`src/rtl/psc_trigger_pkg.sv`:
```
// Shared constants and types for the PSC trigger link. The frame transmitter
// imports the same K-characters and trigger pattern so both ends agree.
package psc_trigger_pkg;

   localparam logic [7:0] PSC_SOP         = 8'h3C;  // K28.1
   localparam logic [7:0] PSC_EOP         = 8'hBC;  // K28.5
   localparam int         PSC_PAYLOAD_LEN = 8;
   localparam logic [7:0] PSC_TRIG_B0     = 8'h01;
   localparam logic [7:0] PSC_TRIG_B1     = 8'h30;
   localparam int         PSC_TIMEOUT     = 64;

   typedef enum logic [1:0] {
      IDLE     = 2'd0,
      PAYLOAD  = 2'd1,
      EOP_WAIT = 2'd2
   } rx_state_t;

   typedef enum logic [1:0] {
      ERR_NONE    = 2'd0,
      ERR_BAD_K   = 2'd1,
      ERR_BAD_EOP = 2'd2,
      ERR_TIMEOUT = 2'd3
   } err_code_t;

endpackage

```
`src/rtl/psc_sat_counter.sv`:
```
// Event counter that sticks at all-ones instead of wrapping.
module psc_sat_counter #(
   parameter int W = 16
) (
   input  logic         clk,
   input  logic         reset,
   input  logic         i_inc,
   output logic [W-1:0] o_count
);

   logic [W-1:0] r_count;

   always_ff @(posedge clk) begin
      if (reset)
         r_count <= '0;
      else if (i_inc && (r_count != {W{1'b1}}))
         r_count <= r_count + 1'b1;
   end

   assign o_count = r_count;

endmodule

```
`src/rtl/psc_trigger_frame_rx.sv`:
```
// Parses SOP / payload / EOP frames from the decoded link byte stream and
// reports good frames, trigger frames and framing errors.
module psc_trigger_frame_rx
   import psc_trigger_pkg::*;
#(
   parameter logic [7:0] SOP         = PSC_SOP,
   parameter logic [7:0] EOP         = PSC_EOP,
   parameter int         PAYLOAD_LEN = PSC_PAYLOAD_LEN,
   parameter logic [7:0] TRIG_B0     = PSC_TRIG_B0,
   parameter logic [7:0] TRIG_B1     = PSC_TRIG_B1,
   parameter int         TIMEOUT     = PSC_TIMEOUT
) (
   input  logic                     clk,
   input  logic                     reset,
   input  logic                     rx_valid,
   input  logic [7:0]               rx_data,
   input  logic                     rx_is_k,
   output logic                     frame_valid,
   output logic [8*PAYLOAD_LEN-1:0] frame_payload,
   output logic                     trigger,
   output logic                     frame_error,
   output logic [1:0]               error_code,
   output logic [15:0]              frame_count,
   output logic [15:0]              error_count
);

   localparam int         TW       = $clog2(TIMEOUT + 1);
   localparam logic [3:0] LAST_IDX = 4'(PAYLOAD_LEN - 1);
   localparam logic [TW-1:0] TMO_LAST = TW'(TIMEOUT - 1);

   rx_state_t r_state, w_state_next;
   logic [3:0]    r_cnt;
   logic [TW-1:0] r_tmo;

   logic       w_is_sop, w_is_eop, w_bad_k, w_tmo_hit, w_in_frame;
   logic       w_store, w_good, w_err;
   err_code_t  w_code;
   logic [PAYLOAD_LEN-1:0]   w_match;
   logic [8*PAYLOAD_LEN-1:0] w_shadow;

   logic                     r_fv, r_trig, r_fe;
   err_code_t                r_code;
   logic [8*PAYLOAD_LEN-1:0] r_payload;

   assign w_is_sop   = rx_valid && rx_is_k && (rx_data == SOP);
   assign w_is_eop   = rx_valid && rx_is_k && (rx_data == EOP);
   assign w_bad_k    = rx_valid && rx_is_k && !w_is_sop;
   assign w_in_frame = (r_state != IDLE);
   assign w_tmo_hit  = w_in_frame && !rx_valid && (r_tmo == TMO_LAST);

   always_ff @(posedge clk) begin
      if (reset)
         r_state <= IDLE;
      else
         r_state <= w_state_next;
   end

   always_comb begin
      w_state_next = r_state;
      case (r_state)
         IDLE:
            if (w_is_sop) w_state_next = PAYLOAD;
         PAYLOAD:
            if (w_is_sop)                 w_state_next = PAYLOAD;
            else if (w_bad_k)             w_state_next = IDLE;
            else if (rx_valid && r_cnt == LAST_IDX) w_state_next = EOP_WAIT;
            else if (w_tmo_hit)           w_state_next = IDLE;
         EOP_WAIT:
            if (w_is_sop)                 w_state_next = PAYLOAD;
            else if (rx_valid || w_tmo_hit) w_state_next = IDLE;
         default:
            w_state_next = IDLE;
      endcase
   end

   always_comb begin
      w_store = 1'b0;
      w_good  = 1'b0;
      w_err   = 1'b0;
      w_code  = ERR_NONE;
      case (r_state)
         PAYLOAD: begin
            w_store = rx_valid && !rx_is_k;
            if (rx_valid && rx_is_k) begin
               w_err  = 1'b1;
               w_code = ERR_BAD_K;
            end
         end
         EOP_WAIT: begin
            w_good = w_is_eop;
            if (rx_valid && !w_is_eop) begin
               w_err  = 1'b1;
               w_code = ERR_BAD_EOP;
            end
         end
         default: ;
      endcase
      if (w_tmo_hit) begin
         w_err  = 1'b1;
         w_code = ERR_TIMEOUT;
      end
   end

   // Any SOP restarts the byte index, whether it opens or resyncs a frame.
   always_ff @(posedge clk) begin
      if (reset || w_is_sop)
         r_cnt <= '0;
      else if (w_store)
         r_cnt <= r_cnt + 1'b1;
   end

   always_ff @(posedge clk) begin
      if (reset || !w_in_frame || rx_valid || w_tmo_hit)
         r_tmo <= '0;
      else
         r_tmo <= r_tmo + 1'b1;
   end

   // Partial frames land in this shadow; only a good EOP copies it out.
   for (genvar gi = 0; gi < PAYLOAD_LEN; gi++) begin : g_byte
      logic [7:0] r_byte;
      always_ff @(posedge clk) begin
         if (reset)
            r_byte <= '0;
         else if (w_store && (r_cnt == 4'(gi)))
            r_byte <= rx_data;
      end
      assign w_shadow[gi*8 +: 8] = r_byte;
      if (gi == 0) begin : g_b0
         assign w_match[gi] = (r_byte == TRIG_B0);
      end else if (gi == 1) begin : g_b1
         assign w_match[gi] = (r_byte == TRIG_B1);
      end else begin : g_bz
         assign w_match[gi] = (r_byte == 8'h00);
      end
   end

   always_ff @(posedge clk) begin
      if (reset) begin
         r_fv      <= 1'b0;
         r_trig    <= 1'b0;
         r_fe      <= 1'b0;
         r_code    <= ERR_NONE;
         r_payload <= '0;
      end else begin
         r_fv   <= w_good;
         r_trig <= w_good && (&w_match);
         r_fe   <= w_err;
         if (w_err)
            r_code <= w_code;
         if (w_good)
            r_payload <= w_shadow;
      end
   end

   psc_sat_counter #(.W(16)) u_frame_cnt (
      .clk     (clk),
      .reset   (reset),
      .i_inc   (w_good),
      .o_count (frame_count)
   );

   psc_sat_counter #(.W(16)) u_error_cnt (
      .clk     (clk),
      .reset   (reset),
      .i_inc   (w_err),
      .o_count (error_count)
   );

   assign frame_valid   = r_fv;
   assign trigger       = r_trig;
   assign frame_error   = r_fe;
   assign error_code    = r_code;
   assign frame_payload = r_payload;

endmodule

```
`config.mk`:
```
export PLATFORM = sky130hd
export DESIGN_NAME = psc_trigger_frame_rx
export DESIGN_NICKNAME = d
export VERILOG_FILES = /design/src/rtl/psc_trigger_pkg.sv /design/src/rtl/psc_sat_counter.sv /design/src/rtl/psc_trigger_frame_rx.sv
export SDC_FILE = /design/constraint.sdc
export NUM_CORES = 1
export LEC_CHECK = 0
export BUFFER_PORTS_ARGS = -buffer_cell sky130_fd_sc_hd__clkbuf_2
export CORE_ASPECT_RATIO = 0.7
export CORE_MARGIN = 4
export CORE_UTILIZATION = 61
export CTS_BUF_LIST = sky130_fd_sc_hd__clkbuf_16
export DETAILED_ROUTE_END_ITERATION = 10
export PLACE_DENSITY_LB_ADDON = 0.12
export SETUP_SLACK_MARGIN = 0.2
export SLEW_MARGIN = 20
export SYNTH_ARGS = -nofsm -noshare
export SYNTH_HDL_FRONTEND = slang
export SYNTH_SLANG_ARGS = --single-unit
```
`constraint.sdc`:
```
create_clock -name clk -period 5.01 [get_ports clk]
set_input_delay 0 -clock clk [delete_from_list [all_inputs] [get_ports clk]]
set_output_delay 0 -clock clk [all_outputs]
set_load 0.1 [all_outputs]
```
; ---- After elaboration in Yosys (flattened, before gate mapping)
; Index checks and enable logic that the tools add are counted.
[op_classes]
n_div = 0
eq_ne = 19
n_reduce_logical = 41
n_bitwise = 0
n_addsub = 4
mux = 18
multipliers = 0
shift = 0
order_cmp = 0
[ops]
columns = operator, n
row1 = $logic_not 8->1, 6
row2 = $add 16x1->16 const B, 2
row3 = $ne 16x16->1 const B, 2
row4 = $logic_and 1x1->1, 20
row5 = $mux 2, 9
row6 = $eq 4x3->1 const B, 4
row7 = $eq 8x6->1 const B, 2
row8 = $eq 4x2->1 const B, 2
row9 = $eq 8x1->1 const B, 1
row10 = $eq 8x8->1 const B, 1
row11 = $reduce_and 8->1, 1
row12 = $add 7x1->7 const B, 1
row13 = $eq 7x6->1 const B, 1
row14 = $mux 1, 6
row15 = $pmux 2 s3, 1
row16 = $logic_not 1->1, 5
row17 = $logic_or 1x1->1, 5
row18 = $ne 5x5->1 const B, 1
row19 = $add 4x1->4 const B, 1
row20 = $eq 4x1->1 const B, 1
row21 = $logic_not 4->1, 1
row22 = $pmux 2 s2, 1
row23 = $ne 3x3->1 const B, 1
row24 = $reduce_and 3->1, 1
row25 = other kinds (6), 6
[word_totals]
latchBits = 0
regBits = 178
n_memories = 0
word_cells = 100
ram_bits = 0
output_inout_bits = 101
in_bits = 12
romBits = 0

; ---- Longest topological paths before layout
; Gate-level depths: netlist (run 1).
[depth]
depth_word = 8
ltp_mapped = 9
ltp_nobuf = 7

; ---- Hierarchy
; Synthesis (run 1) repeated with hierarchy kept, for this count alone.
[hier_totals]
cells_unflattened = 820
hier_area_um2 = 7767.4
[by_module_without_submodules]
columns = mod, cells_per_inst, n_inst, seq_area_each_um2, area_each_um2
row1 = psc_trigger_frame_rx, 622, 1, 2922.8, 6070.8
row2 = psc_sat_counter, 99, 2, 320.3, 848.3

; ---- Least setup slack after synthesis (run 1)
; Ideal clock, no wire load.
[synth_path]
kind = register to register
startpoint = register u_error_cnt.r_count[11] (netlist: u_error_cnt.o_count[11])
endpoint = register u_error_cnt.r_count[5] (netlist: u_error_cnt.o_count[5])
required_time_ps = 4887
arrival_ps = 2581
path_buffers = 1
stages_incl_launch_ff = 7
setup_ps = 123
slack_ps = 2306
synth_period_minus_slack_ps = 2704
path_cell_list = dfxtp_1 -> and4_1 -> nand4_1 -> nor3_1 -> clkbuf_1 -> nor4_1 -> mux2_1
[synth_between]
elab_chain_cells = 2
[synth_rtl]
columns = item, line_no
row1 = "start, declared", psc_sat_counter.sv:11  ; logic [W-1:0] r_count;
row2 = "start signal, assigned", psc_sat_counter.sv:17  ; r_count <= r_count + 1'b1;
row3 = $ne 16x16->1, psc_sat_counter.sv:16  ; else if (i_inc && (r_count != {W{1'b1}}))
row4 = $logic_and 1x1->1, psc_sat_counter.sv:16
; No other way between the ends.
; A chain may end at the register's enable or synchronous reset.

; ---- Worst setup path after layout (run 1)
[layout_path]
startpoint = register r_state[0]
endpoint = register u_frame_cnt.r_count[3] (netlist: u_frame_cnt.o_count[3])
[layout_between]
elab_chain_cells = 3
[layout_rtl]
columns = item, line_no
row1 = "start, declared", psc_trigger_frame_rx.sv:31  ; rx_state_t r_state, w_state_next;
row2 = "start signal, assigned", psc_trigger_frame_rx.sv:55  ; r_state <= w_state_next;
row3 = $eq 2x2->1, psc_trigger_frame_rx.sv:81  ; case (r_state)
row4 = $mux 1, psc_trigger_frame_rx.sv:81
row5 = $logic_and 1x1->1, psc_sat_counter.sv:16
row6 = "end signal, assigned", psc_sat_counter.sv:17
row7 = "end, declared", psc_sat_counter.sv:11
; No other way between the ends.

==> results.toml, run 1 <==
[setup_path]
path_delay_family = "buffers and inverters"
rr_worst_depth = 8
cpPeakStageDelay_ns = 0.56
critPathKind = "reg -> reg"
crit_fanout = 67
end_kind = "flip-flop"
crit_path_top_delay_cell = "buf_4"
reg2reg_from = "r_state[0]$_SDFFE_PP0P_"
crit_path_cell_trace = "inv_1 -> ha_1 -> nand2_1 -> nor4_4 -> buf_4 -> o31a_1 -> nand3_1 -> mux2_1"
cp-start-kind = "flip-flop"
worst-path-buf-inv = 2
r2r_slack_ns = 2.39
worstPathArrival_ns = 2.94
r2r_end = "u_frame_cnt.o_count[3]$_SDFFE_PP0P_"
cp.required_ns = 5.33

[yosys]
synth-edff-count = 0
synth_area_leaders = "dfxtp_1, nand2_1, a21oi_1, nand3_1, mux2i_1"
synth.most_common_cell = "nand2_1"
synth_area_per_cell_um2 = 8.284
yosys.area.top_type = "dfxtp_1"
synthArstFlopShare = 0
synth_top_area_frac = 0.4973
synth_ff_type = "dfxtp_1"
ys_ff_latch = 178
seq_area_frac_synth = 0.4973
synth_area_um2 = 7166
synth_nets = 888
synthCells = 865
synth_common_cells = "nand2_1, dfxtp_1, a21oi_1"
ys_types = 51
yosys_warnings = 0

[sta]
hold_viol_final = 0
fin_crit_ns = 2.623
tightest_slew_ns = 1.097
fin_ws_ns = 2.387
fin_skew_ns = 0.01159
fin_crit_sh = 0.5236
tns_ns = 0
clock.fmax_mhz = 381.2
rsz0062_at_grt = "false"
relSlewSlack = 0.2621
setup_viol_count_final = 0
final_max_slew_viol_count = 0

[power_and_ir_drop]
p_clk_frac = 0.460
switchingPower_uw = 637.4
ir_drop_mv = 0.2651
seq_power_share = 0.521
power_frac_comb = 0.019
leakagePower_nw = 3.134
powerDensity_nw_per_um2 = 325.1
p_int_mw = 2.074
p_sw_frac = 0.2351

[global_route]
grt_overflow = 0
antenna_found_initial = 0
grt_util_all_layers = 0.2748
grt_max_degree = 71
grt_pass1_vias = 6035
grt_pass1_wl_mm = 30.16

[place]
gp_congestion = 0.8638
hpwl_mm = 12.67
portBuffers = 112
placed_area_um2 = 7717
dp_slack_ns = 2.187

[detailed_routing]
wl_per_cell_um = 16.58
routed_wl_mm = 18.43
drc = 0
wl_met2_mm = 8.307
first_pass_iters = 6
vias = 6577
ant_nets = 0
drt-initial-drc-count = 754
wl_met3_mm = 1.567
drt-met1-wl_mm = 8.236
viasPerCell = 5.915
topRoutingLayerUsed = "met4"

[clock_tree]
clock_sinks = 178
cts-root-buf = "clkbuf_16"
cts_tree = "yes"
cts-buffers-inserted = 17
cts_max_level = 4
clkTransAtPathRegs_ns = 0.07
clock_path_buffers = 2
postCtsHoldBufs = 6
post-cts-setup-buffers = 0
post_cts_resize_count = 0
clock_latency_ns = 0.43

[outcome]
run_status = "complete, no violations"

[floorplan]
dieArea_um2 = 13570
core_area_um2 = 11250
die_w_um = 137.5
io_pins = 113
chipHeight_um = 98.68
initial_core_util = 0.6369
rows = 32

[finish]
diodes = 0
drive_above_1_share = 0.1668
fill_cells = 867
final_nets = 969
final_area_um2 = 8341
area_growth_pct = 16.40

[hold_path]
whs_path_depth = 2
min_path_type = "in -> reg"
holdPathEnd = "u_frame_cnt.o_count[10]$_SDFFE_PP0P_"
hold_start = "reset"

[job]
cap_violations = 0
==> stage by stage <==
| step | std cells | util | hold slack, ns | total power [mW] |
|---|---|---|---|---|
| after floorplan | 865 | - | 0.2227 | 1.480 |
| after global placement | 1074 | 0.6855 | 0.3580 | 1.490 |
| after detailed placement | 1074 | 0.6859 | 0.3889 | 1.492 |
| after CTS | 1112 | 0.7404 | 0.008031 | 2.717 |
| after global routing | 1112 | 0.7413 | 0.03719 | 2.787 |
| final | 1112 | 0.7413 | 0.02038 | 2.712 |
==> cells in the final DEF, fill, tap and decap left out, types with 3 or more instances in the layout <==
master	instances
clkinvlp_4	4
mux2i_1	17
and2_1	5
and3_1	4
nand3_1	66
nor4b_1	4
nand4_1	13
or3_1	8
inv_8	3
o311a_1	3
xor2_1	7
dlygate4sd3_1	6
nor2_1	33
o21bai_1	3
clkbuf_16	17
clkbuf_2	111
nor4_1	17
nor3_1	11
xnor2_1	3
or4_1	10
nand2_1	209
o211ai_1	4
o21a_1	3
o21ai_0	6
and4_1	4
buf_4	6
o31ai_1	6
inv_1	12
a21oi_1	130
o41ai_1	3
inv_6	3
ha_1	11
o21ai_1	4
dfxtp_1	178
==> final cells by class <==
| class | count | area, um2 | area share |
|---|---|---|---|
| Clock buffer | 17 | 425.4 | 0.05101 |
| Sequential cell | 178 | 3563 | 0.4272 |
| Timing Repair Buffer | 123 | 660.6 | 0.07921 |
| Multi-Input combinational cell | 614 | 3327 | 0.3989 |
| Inverter | 12 | 45.04 | 0.005401 |
| Clock inverter | 15 | 127.6 | 0.01530 |
| Tap cell | 153 | 191.4 | 0.02295 |
==> per-layer routing <==
layer  vias to the layer above  track usage
met3                        35      0.06837
met2                       263       0.4070
met4                         0      0.09663
met5                         -            0
met1                      3101       0.3904
li1                       3178            -
==> cell families after synthesis <==
family,share of synthesized area
and+or+nand+nor,0.2633
DFF,0.4973
AOI/OAI and AO/OA,0.1379
buffers and inverters,0.04156
muxes,0.02846
adders and majority gates,0.01921
xor gates and xnor gates,0.01222
==> how the worst max path moves through the flow <==
stage                                               from                              endpoint  slack, ns  cells past startpoint
floorplan           u_error_cnt.o_count[11]$_SDFFE_PP0P_   u_error_cnt.o_count[5]$_SDFFE_PP0P_       2.31                      6
global placement                              rx_data[6]  u_frame_cnt.o_count[14]$_SDFFE_PP0P_       2.36                      6
detailed placement                            rx_data[6]  u_frame_cnt.o_count[14]$_SDFFE_PP0P_       2.19                      6
CTS                                           rx_data[6]  u_frame_cnt.o_count[14]$_SDFFE_PP0P_       2.05                      7
global route                     r_state[0]$_SDFFE_PP0P_   u_frame_cnt.o_count[3]$_SDFFE_PP0P_       2.18                      8
finish                           r_state[0]$_SDFFE_PP0P_   u_frame_cnt.o_count[3]$_SDFFE_PP0P_       2.39                      8
==> sequential cells by signal, summed over array words and instances, names as in the netlist <==
name	count
error_code	2
frame_error	1
frame_payload	64
frame_valid	1
g_byte.r_byte	64
r_cnt	4
r_state	2
r_tmo	7
trigger	1
u_error_cnt.o_count	16
u_frame_cnt.o_count	16
==> power by group through the flow <==
stage / combinational [mW] / sequential, mW / clock, mW
2_1_floorplan: 0.0332 / 1.45 / 0
3_3_place_gp: 0.0432 / 1.45 / 0
3_5_place_dp: 0.0456 / 1.45 / 0
4_1_cts: 0.0494 / 1.41 / 1.25
5_1_grt: 0.0540 / 1.41 / 1.32
6_report: 0.0513 / 1.41 / 1.25
Note: power is estimated with default switching activity, not from simulation.
==> run 2: changes to the inputs <==
--- a/config.mk
+++ b/config.mk
@@ -8,7 +8,7 @@
 export BUFFER_PORTS_ARGS = -buffer_cell sky130_fd_sc_hd__clkbuf_2
 export CORE_ASPECT_RATIO = 0.7
 export CORE_MARGIN = 4
-export CORE_UTILIZATION = 61
+export CORE_UTILIZATION = 56
 export CTS_BUF_LIST = sky130_fd_sc_hd__clkbuf_16
 export DETAILED_ROUTE_END_ITERATION = 10
 export PLACE_DENSITY_LB_ADDON = 0.12
==> constraint.sdc (replaced) <==
create_clock -name clk -period 2.55 [get_ports clk]
set_input_delay 0 -clock clk [delete_from_list [all_inputs] [get_ports clk]]
set_output_delay 0 -clock clk [all_outputs]
set_load 0.1 [all_outputs]
==> run 2 against run 1 <==
Cell count rose by 1.9%. Combinational power increased by 110%. Final area up 2.0%. Core utilization down 5.9 points. First-iteration DRC count fell by 8.2%. Sequential power rose by 97%. Worst setup slack got worse by 2.0 ns.
==> results.toml, run 2 (same netlist as run 1, synthesis figures left out) <==
[outcome]
run_status = "complete, no violations"

[sta]
fin_crit_sh = 0.8670
rsz0062_at_grt = "false"
clock.fmax_mhz = 452.3
tns_ns = 0
hold_viol_final = 0
fin_ws_ns = 0.3392
tightest_slew_ns = 0.6738
fin_skew_ns = 0.006112
fin_crit_ns = 2.211
setup_viol_count_final = 0
final_max_slew_viol_count = 0
relSlewSlack = 0.5508

[setup_path]
crit_cells = 7
cpPeakStageDelay_ns = 0.38
crit_fanout = 13
crit_path_top_delay_cell = "dfxtp_1"
worstPathArrival_ns = 2.52
path_delay_family = "simple AND/OR/NAND/NOR gates"
cp-start-kind = "flip-flop"
worst-path-buf-inv = 1
cp.required_ns = 2.86
critPathKind = "reg -> reg"
crit_path_cell_trace = "inv_1 -> ha_1 -> nor3_1 -> nand4_1 -> o211a_4 -> nor4_1 -> mux2_1"
rr_worst_depth = 7
end_kind = "flip-flop"

[clock_tree]
clock_path_buffers = 2
postCtsHoldBufs = 0
cts-root-buf = "clkbuf_16"
clock_sinks = 178
clock_latency_ns = 0.42
clkTransAtPathRegs_ns = 0.07
cts_max_level = 4
cts_tree = "yes"
cts-buffers-inserted = 17

[power_and_ir_drop]
ir_drop_mv = 0.4492
powerDensity_nw_per_um2 = 650.9
leakagePower_nw = 3.217

[floorplan]
chipHeight_um = 102.6
rows = 34
initial_core_util = 0.5749
io_pins = 113
die_w_um = 143.2
dieArea_um2 = 14700
core_area_um2 = 12460

[detailed_routing]
first_pass_iters = 5
ant_nets = 0
drt-initial-drc-count = 692
routed_wl_mm = 19.23
drc = 0
wl_per_cell_um = 16.97
vias = 6641
viasPerCell = 5.861

[global_route]
grt_util_all_layers = 0.2572
grt_overflow = 0
antenna_found_initial = 1
grt_pass1_wl_mm = 30.39
grt_max_degree = 68
grt_pass1_vias = 6183

[finish]
finish.utilization = 0.6822
drive_above_1_share = 0.2049
layout_common_cells = "nand2_1, dfxtp_1, a21oi_1, clkbuf_2, nand3_1"
final_common_cell = "nand2_1"
diodes = 0
area_growth_pct = 18.67
final_nets = 982

[place]
dp_slack_ns = 0.1590
gp_congestion = 0.8451
hpwl_mm = 12.86
portBuffers = 112

[hold_path]
min_path_type = "in -> reg"
whs_path_depth = 4

[job]
cap_violations = 0
## run 2: cell count changes in the layout (fill, tap and decap cells not counted), moves of 2 or more
| cell | previous run | this run |
|---|---|---|
| buf_6 | 0 | 2 |
| dlygate4sd3_1 | 6 | 0 |
| inv_6 | 3 | 1 |
| buf_4 | 6 | 22 |
| dfxtp_1 | 178 | 155 |
| bufinv_16 | 0 | 3 |
| inv_8 | 3 | 1 |
| dfxtp_2 | 0 | 23 |
## run 2: worst min-delay path: stages
cell,delay [ns]
clkbuf_2,0.09
buf_4,0.18
nand3_1,0.07
a21oi_1,0.06
## run 2: final timing paths
| check | start | end | slack (ns) |
|---|---|---|---|
| worst max-delay path | r_state[0]$_SDFFE_PP0P_ | u_error_cnt.o_count[5]$_SDFFE_PP0P_ | 0.34 |
| worst min-delay path | rx_data[1] | g_byte[2].r_byte[1]$_SDFFE_PP0P_ | 0.02 |
| worst max register to register | r_state[0]$_SDFFE_PP0P_ | u_error_cnt.o_count[5]$_SDFFE_PP0P_ | 0.34 |
| worst min register to register | frame_payload[15]$_SDFFE_PP0P_ | frame_payload[15]$_SDFFE_PP0P_ | 0.45 |
## run 2: metal layers
layer / vias up / track usage / part of all wire
met5: - / 0 / 0.00036
li1: 3205 / - / -
met1: 3147 / 0.3592 / 0.45
met2: 258 / 0.3997 / 0.46
met3: 29 / 0.06027 / 0.078
met4: 2 / 0.08035 / 0.013
## run 2: layout make-up
cell class              count  area (um2)
well taps                 162       202.7
multi-input cells         615        3329
repair buffers            135       743.2
clock buffers              17       425.4
inverters                  12       45.04
fillers                  1038        3961
flip-flops and latches    178        3592
clock inverters            14       165.2
## run 2: per-stage QoR
step | cell area, um2 | instances | power [mW] | hold slack [ns]
floorplan | 7194 | 865 | 2.907 | 0.2227
global placement | 7873 | 1099 | 2.943 | 0.4295
detailed placement | 7873 | 1099 | 2.946 | 0.4399
CTS | 8463 | 1130 | 5.549 | 0.004034
global route | 8503 | 1133 | 5.675 | 0.01583
finish | 8503 | 1133 | 5.535 | 0.02431
## run 2: power by group
group / internal, mW / leakage [nW] / switching (mW) / total, mW
clock: 1.53 / 0.280 / 1.11 / 2.65
sequential: 2.78 / 1.44 / 0.0000605 / 2.78
combinational: 0.0234 / 1.49 / 0.0848 / 0.108
## run 2: what timing repair did
action	4_1_cts	5_1_grt
setup endpoints to repair	3	42
pin swaps	0	1
cloned	0	1
gates resized for setup	1	3
setup buffers	0	2
